**config.mk**
```make
export PLATFORM = sky130hd
export DESIGN_NAME = sw_operand_feeder
export DESIGN_NICKNAME = d
export VERILOG_FILES = /design/src/rtl/sw_operand_feeder.sv
export SDC_FILE = /design/constraint.sdc
export NUM_CORES = 1
export LEC_CHECK = 0
export CORE_MARGIN = 5
export CORE_UTILIZATION = 40
export CTS_BUF_LIST = sky130_fd_sc_hd__clkbuf_2
export DETAILED_ROUTE_END_ITERATION = 7
export GPL_TIMING_DRIVEN = 0
export PLACE_DENSITY_LB_ADDON = 0.15
export SLEW_MARGIN = 0
export SYNTH_ARGS = -nofsm -noshare
export SYNTH_HDL_FRONTEND = slang
export SYNTH_SLANG_ARGS = --single-unit
```
**constraint.sdc**
```tcl
create_clock -name clk -period 1.8 [get_ports clk]
set_input_delay 0.27 -clock clk [delete_from_list [all_inputs] [get_ports clk]]
set_output_delay 0.27 -clock clk [all_outputs]
set_load 0.01 [all_outputs]
```
**src/rtl/sw_operand_feeder.sv**
```systemverilog
// Producer end of the CPU operand interface: synchronises and debounces the board
// switches and push-key, then presents one latched operand per physical key press.
module sw_operand_feeder #(
    parameter int n               = 8,
    parameter int SYNC_STAGES     = 2,
    parameter int DEBOUNCE_CYCLES = 4
) (
    input  logic         clk,
    input  logic         reset,
    input  logic [n-1:0] raw_sw,
    input  logic         raw_key,
    input  logic         ack,
    output logic [n-1:0] data_out,
    output logic         ready,
    output logic         busy,
    output logic         spurious_ack
);

    localparam int CW = $clog2(DEBOUNCE_CYCLES) + 1;
    localparam logic [CW-1:0] C_DEB_LIMIT = CW'(DEBOUNCE_CYCLES);

    typedef enum logic [1:0] {
        IDLE     = 2'd0,
        DEBOUNCE = 2'd1,
        PRESENT  = 2'd2,
        RELEASE  = 2'd3
    } state_t;

    logic [SYNC_STAGES-1:0]        r_key_sync;
    logic [SYNC_STAGES-1:0][n-1:0] r_sw_sync;
    state_t                        r_state;
    logic [CW-1:0]                 r_cnt;
    logic [n-1:0]                  r_data;
    logic                          r_ready;
    logic                          r_busy;
    logic                          r_spurious;

    state_t                        w_state_nxt;
    logic [CW-1:0]                 w_cnt_nxt;
    logic [CW-1:0]                 w_cnt_inc;
    logic                          w_ready_nxt;
    logic                          w_load;
    logic                          w_key_s;
    logic [n-1:0]                  w_sw_s;

    assign w_key_s   = r_key_sync[SYNC_STAGES-1];
    assign w_sw_s    = r_sw_sync[SYNC_STAGES-1];
    assign w_cnt_inc = r_cnt + CW'(1);

    // Input synchronisers for the key and every switch bit.
    always_ff @(posedge clk or negedge reset) begin
        if (!reset) begin
            r_key_sync <= {SYNC_STAGES{1'b0}};
            r_sw_sync  <= {(SYNC_STAGES*n){1'b0}};
        end else begin
            r_key_sync <= {r_key_sync[SYNC_STAGES-2:0], raw_key};
            r_sw_sync  <= {r_sw_sync[SYNC_STAGES-2:0], raw_sw};
        end
    end

    // Next-state logic; w_cnt_inc is the number of stable samples including this one.
    always_comb begin
        w_state_nxt = r_state;
        w_cnt_nxt   = r_cnt;
        w_ready_nxt = r_ready;
        w_load      = 1'b0;
        case (r_state)
            IDLE: begin
                w_cnt_nxt = CW'(0);
                if (w_key_s) begin
                    if (C_DEB_LIMIT == CW'(1)) begin
                        w_state_nxt = PRESENT;
                        w_ready_nxt = 1'b1;
                        w_load      = 1'b1;
                    end else begin
                        w_state_nxt = DEBOUNCE;
                        w_cnt_nxt   = CW'(1);
                    end
                end else begin
                    w_state_nxt = IDLE;
                end
            end
            DEBOUNCE: begin
                if (!w_key_s) begin
                    w_state_nxt = IDLE;
                    w_cnt_nxt   = CW'(0);
                end else if (w_cnt_inc == C_DEB_LIMIT) begin
                    w_state_nxt = PRESENT;
                    w_cnt_nxt   = CW'(0);
                    w_ready_nxt = 1'b1;
                    w_load      = 1'b1;
                end else begin
                    w_cnt_nxt   = w_cnt_inc;
                end
            end
            PRESENT: begin
                w_ready_nxt = 1'b1;
                if (ack) begin
                    w_state_nxt = RELEASE;
                    w_ready_nxt = 1'b0;
                    w_cnt_nxt   = CW'(0);
                end else begin
                    w_state_nxt = PRESENT;
                end
            end
            RELEASE: begin
                // A re-press restarts the release window so one press yields one operand.
                if (w_key_s) begin
                    w_cnt_nxt   = CW'(0);
                end else if (w_cnt_inc == C_DEB_LIMIT) begin
                    w_state_nxt = IDLE;
                    w_cnt_nxt   = CW'(0);
                end else begin
                    w_cnt_nxt   = w_cnt_inc;
                end
            end
            default: begin
                w_state_nxt = IDLE;
                w_cnt_nxt   = CW'(0);
                w_ready_nxt = 1'b0;
            end
        endcase
    end

    // State, counter and registered outputs.
    always_ff @(posedge clk or negedge reset) begin
        if (!reset) begin
            r_state    <= IDLE;
            r_cnt      <= CW'(0);
            r_data     <= {n{1'b0}};
            r_ready    <= 1'b0;
            r_busy     <= 1'b0;
            r_spurious <= 1'b0;
        end else begin
            r_state    <= w_state_nxt;
            r_cnt      <= w_cnt_nxt;
            r_ready    <= w_ready_nxt;
            r_busy     <= (w_state_nxt != IDLE);
            r_spurious <= r_spurious | (ack & ~r_ready);
            if (w_load) begin
                r_data <= w_sw_s;
            end else begin
                r_data <= r_data;
            end
        end
    end

    assign data_out     = r_data;
    assign ready        = r_ready;
    assign busy         = r_busy;
    assign spurious_ack = r_spurious;

endmodule

```
Yosys cells after proc, flatten, opt, wreduce, memory -nomap -nowiden

Cells that the tools add are included.
W data, S select, Z words.

Add/sub/neg operators: 1
Eq/ne operators: 7
Muxes and demuxes: 20
Bitwise gates (word level): 3
Reductions and logical operators: 4

Operator list:

| cell                  | count |
|---|---|
| $mux W3               | 4 |
| $pmux W3 S4           | 1 |
| $mux W1               | 9 |
| $mux W2               | 4 |
| $pmux W2 S4           | 1 |
| $ne A2 B2 Y1 const B  | 3 |
| $eq A2 B2 Y1 const B  | 2 |
| $reduce_bool A2 Y1    | 2 |
| $add A3 B1 Y3 const B | 1 |
| $eq A3 B3 Y1 const B  | 1 |
| $reduce_and A3 Y1     | 1 |
| $eq A2 B1 Y1 const B  | 1 |
| $logic_not A2 Y1      | 1 |
| $pmux W1 S2           | 1 |
| $and A1 B1 Y1         | 1 |
| $not A1 Y1            | 1 |
| $or A1 B1 Y1          | 1 |

Register bits: 34
Bits of input ports: 12
Output and inout bits: 11
Word-level logic and storage cells: 44

Logic depth before layout (Yosys ltp)

Word-level depth: 6
Mapped depth: 4
Gate-level depth less buffers: 4

Worst setup path after synthesis

OpenSTA, ideal clock, no wires.

Path type: register to register
Start point: reg r_cnt[0]
End point: reg r_data[0], in the netlist data_out[0]
Setup time: 125 ps
Arrival time: 1,590 ps
Data required time: 1,675 ps
Path slack: 85 ps
Cell stages (with the launch flop): 5
Path buffers: 0
Period minus slack after synthesis: 1,715 ps
Cells stage by stage: dfrtp_1 ha_1 xnor2_1 nor4_4 mux2_2

Longest elaborated chain between the ends: 5

Ends and longest elaborated chain:

| item                   | line | source |
|---|---|---|
| from (decl)            | 32   | `logic [CW-1:0] r_cnt;` |
| from (signal assigned) | 136  | `r_cnt <= w_cnt_nxt;` |
| $add A3 B1 Y3          | 48   | `assign w_cnt_inc = r_cnt + CW'(1);` |
| $eq A3 B3 Y1           | 87   | `end else if (w_cnt_inc == C_DEB_LIMIT) begin` |
| $mux W1                | 87   |  |
| $mux W1                | 84   | `if (!w_key_s) begin` |
| $mux W1                | 67   | `case (r_state)` |
| to (signal assigned)   | 130  | `r_data <= {n{1'b0}};` |
| to (signal assigned)   | 141  | `r_data <= w_sw_s;` |
| to (signal assigned)   | 143  | `r_data <= r_data;` |
| to (decl)              | 33   | `logic [n-1:0] r_data;` |

Every way passes these cells.
A chain may end at the register's enable or synchronous reset.

Worst setup path after layout

Start point: reg r_cnt[0]
End point: reg r_data[1], in the netlist data_out[1]

The elaborated chain is that of the path after synthesis.

==> impl_results.md <==
* Status: completed
* Cell area after synthesis at roughly 1200 um^2
* Period Utilization, post-route at 93.2%
* FF+latch area at between 800 and 900 um^2
* RR Startpoint: r_cnt[0]
* Max Clock Freq at around 600 MHz
* Final core occ at 55.2%
* Largest net degree at the start of global routing at 35
* All-layer global routing usage at 10.4%
* Min cycle time layout at 1680 ps
* Via Count at 684
* Final slew viol count at 0
* Least-Margin Pin Slew at 717 ps
* Port Buffers at 22
* Yosys warns at 0
* Max layer used: met4
* DP Area at 1440 um^2
* Hold Crit Start: raw_sw[4]
* Multi-input gate area at 320 um^2
* WL final at between 1.5 and 2 mm
* Cell Pwr Density at 1110 nW/um^2
* Met3 WL at around 130 um
* Gp weighted congestion at slightly below 0.7
* CP Capture Type: flip-flop
* Final ANT Viol Nets at 0
* Ant diodes at 0
* Crit Path Class: flip-flop to flip-flop
* TritonCTS clock tree: built
* Hold Crit Depth at 1
* Max-Cap Viols at 0
* Arr. time, crit path at 1930 ps
* FF-to-FF End: data_out[1]
* Clock root buffer: clkbuf_2
* Drc violations at 0
* Post-Syn Nets at 91
* Skew-Pair Late Insertion Delay at 350 ps
* Initial antenna violation count at 0
* Slew margin rel. at between 50% and 60%
* M1 wire length at 846 um
* Yosys reg bits at 34
* WHS Endpoint: r_sw_sync[4]
* Register area share after synthesis at 71.9%
* Critical path required time at 2060 ps
* Vias in the first global route at 690
* Clock-pin transition on the worst setup and hold timing paths at 160 ps
* Initial Util at between 40% and 50%
* Nets at 124
* Maximum VDD drop at 0.522 mV
* Final hold vios at 0
* Worst hold path class: primary input to flip-flop
* Die W at 64.4 um
* Area of the die at 4150 um^2
* FP Rows at 19
* DP HPWL at ~1.2 mm
* RSZ-0062 raised after global routing: false
* Met2 wire len at 826 um
* 1st-iter DRT viols at 5
* Design area at between 1500 and 2000 um^2
* CTS max path bufs at 2
* Top-Level Pins at 23
* Layout cell share with drive strength beyond 1 at 21.6%
* Worst Setup SP: r_cnt[0]
* Slack of the worst reg-to-reg path at 120 ps
* CORE AREA at around 2800 um^2
* R2R depth at 6
* Wire length of the first global-routing pass at slightly above 3 mm
* Setup Skew at approximately 6.7 ps
* Fill cell count at 235
* Die Ht at between 60 and 70 um
* Area growth from synthesis to layout at 30.9%
* Vias per cell at a little under 5
* GR Overflow Total at 0
* CTS Buf Count at 5
* Synth cell types at 23
* Wire length per cell at 13.0 um
* Crit-path max FO at 7
* Leak at 0.695 nW
* Initial DRT Pass Iterations at 2
* Setup-failing EPs final at 0
* H-tree lvl count at 2
* Synth Area per Inst at 15.4 um^2
* Clock Sinks at 34
* Post-Synthesis Cells at 77
* Critical path launch point type: flip-flop
[worst max-delay path: stages, from the launching register on]
cell	delay [ps]
dfrtp_1	390
buf_4	130
ha_1	190
nand2_2	110
nor4_4	260
buf_6	180
mux2_2	330
[stage by stage]
stage                     total power, W  hold WS, ps  TNS (ps)  setup WS (ps)  instances
after floorplan                  0.00109        -25.6         0           85.5         77
after global placement           0.00123          332     -7890           -198        130
after detailed placement         0.00124          335     -1480           -191        130
after CTS                        0.00175          300         0           21.2        142
after global routing             0.00182          278         0           36.5        142
final                            0.00172          334         0            122        142
[cell type report]
class,count,area share (%)
timing repair buffer,26,16.2
multi-input combinational,38,20.7
sequential,34,54.9
buffer,2,0.727
inverter,3,0.727
tap,31,2.50
clock inverter,1,1.94
clock buffer,7,2.26
[registers in the layout, summed over array words and instances (netlist names)]
name and count:
r_state 2, r_key_sync 2, r_sw_sync 8, r_cnt 3
w_sw_s 8, spurious_ack 1, ready 1, busy 1
data_out 8
[cells in the mapped netlist]
| cell type | number | share of area [%] |
|---|---|---|
| dfrtp_1 | 34 | 72 |
| mux2_2 | 8 | 7.6 |
| nand2_1 | 5 | 1.6 |
| o21ai_0 | 4 | 1.7 |
| inv_1 | 3 | 0.95 |
| a21oi_1 | 2 | 0.85 |
| a32o_1 | 2 | 1.7 |
| ha_1 | 2 | 2.1 |
| nor2b_1 | 2 | 1.1 |
| nor3b_1 | 2 | 1.3 |
| a21o_1 | 1 | 0.63 |
| a221oi_1 | 1 | 0.74 |
| buf_4 | 1 | 0.63 |
| clkbuf_1 | 1 | 0.32 |
| mux2i_1 | 1 | 0.85 |
| nand4b_1 | 1 | 0.74 |
| nor2_1 | 1 | 0.32 |
| nor3_1 | 1 | 0.42 |
| nor4_4 | 1 | 1.8 |
| o31a_1 | 1 | 0.74 |
| o31ai_1 | 1 | 0.63 |
| xnor2_1 | 1 | 0.74 |
| xor2_1 | 1 | 0.74 |
[layout by cell type, fill, tap and decap left out, types with 2 or more instances in the layout]
master and count:
a21oi_1 2, a32o_1 2, buf_4 3, clkbuf_2 7, clkdlybuf4s50_1 21, dfrtp_1 34, ha_1 2, inv_1 3
mux2_2 8, nand2_1 4, nor2b_1 2, nor3b_1 2, o21ai_0 4
[report_power, final]
part	internal [W]	switching (W)	total [W]
Sequential	0.000848	0.0000454	0.000893
Combinational	0.000185	0.000167	0.000352
Clock	0.000248	0.000231	0.000479
[kinds of logic (layout without fill, tap and decap cells)]
family | after synthesis | count (layout) | share of synthesized area (%)
AO/OA/AOI/OAI | 12 | 12 | 6.98
XOR/XNOR | 2 | 2 | 1.48
multiplexers | 9 | 9 | 8.46
flip-flops | 34 | 34 | 71.9
AND/OR/NAND/NOR | 13 | 13 | 7.19
buffers and inverters | 5 | 39 | 1.90
adder cells (fa/ha/maj) | 2 | 2 | 2.11
[worst max-delay path by stage]
| stage | to | slack, ps | cells past startpoint |
|---|---|---|---|
| 6_report | data_out[1] | 120 | 6 |
| 5_1_grt | data_out[1] | 40 | 6 |
| 4_1_cts | data_out[5] | 20 | 5 |
| 3_5_place_dp | data_out[5] | -190 | 4 |
| 3_3_place_gp | r_sw_sync[6] | -200 | 1 |
| 2_1_floorplan | data_out[0] | 90 | 4 |
[routing by layer]
layer	global-route usage, %	vias up
met5	0	-
met4	7.12	0
met3	5.43	4
met2	13.9	18
met1	12.8	330
li1	-	332
[timing repair]
item                                   4_1_cts  5_1_grt
pin swaps                                    1        1
setup endpoints to repair                    8        8
gates resized for setup                      2        1
setup buffers                                3        0
hold buffers                                 1        0
cloned                                       0        0
endpoints found under the hold margin       34        0
No activity file was read; power rests on OpenSTA's default activity.
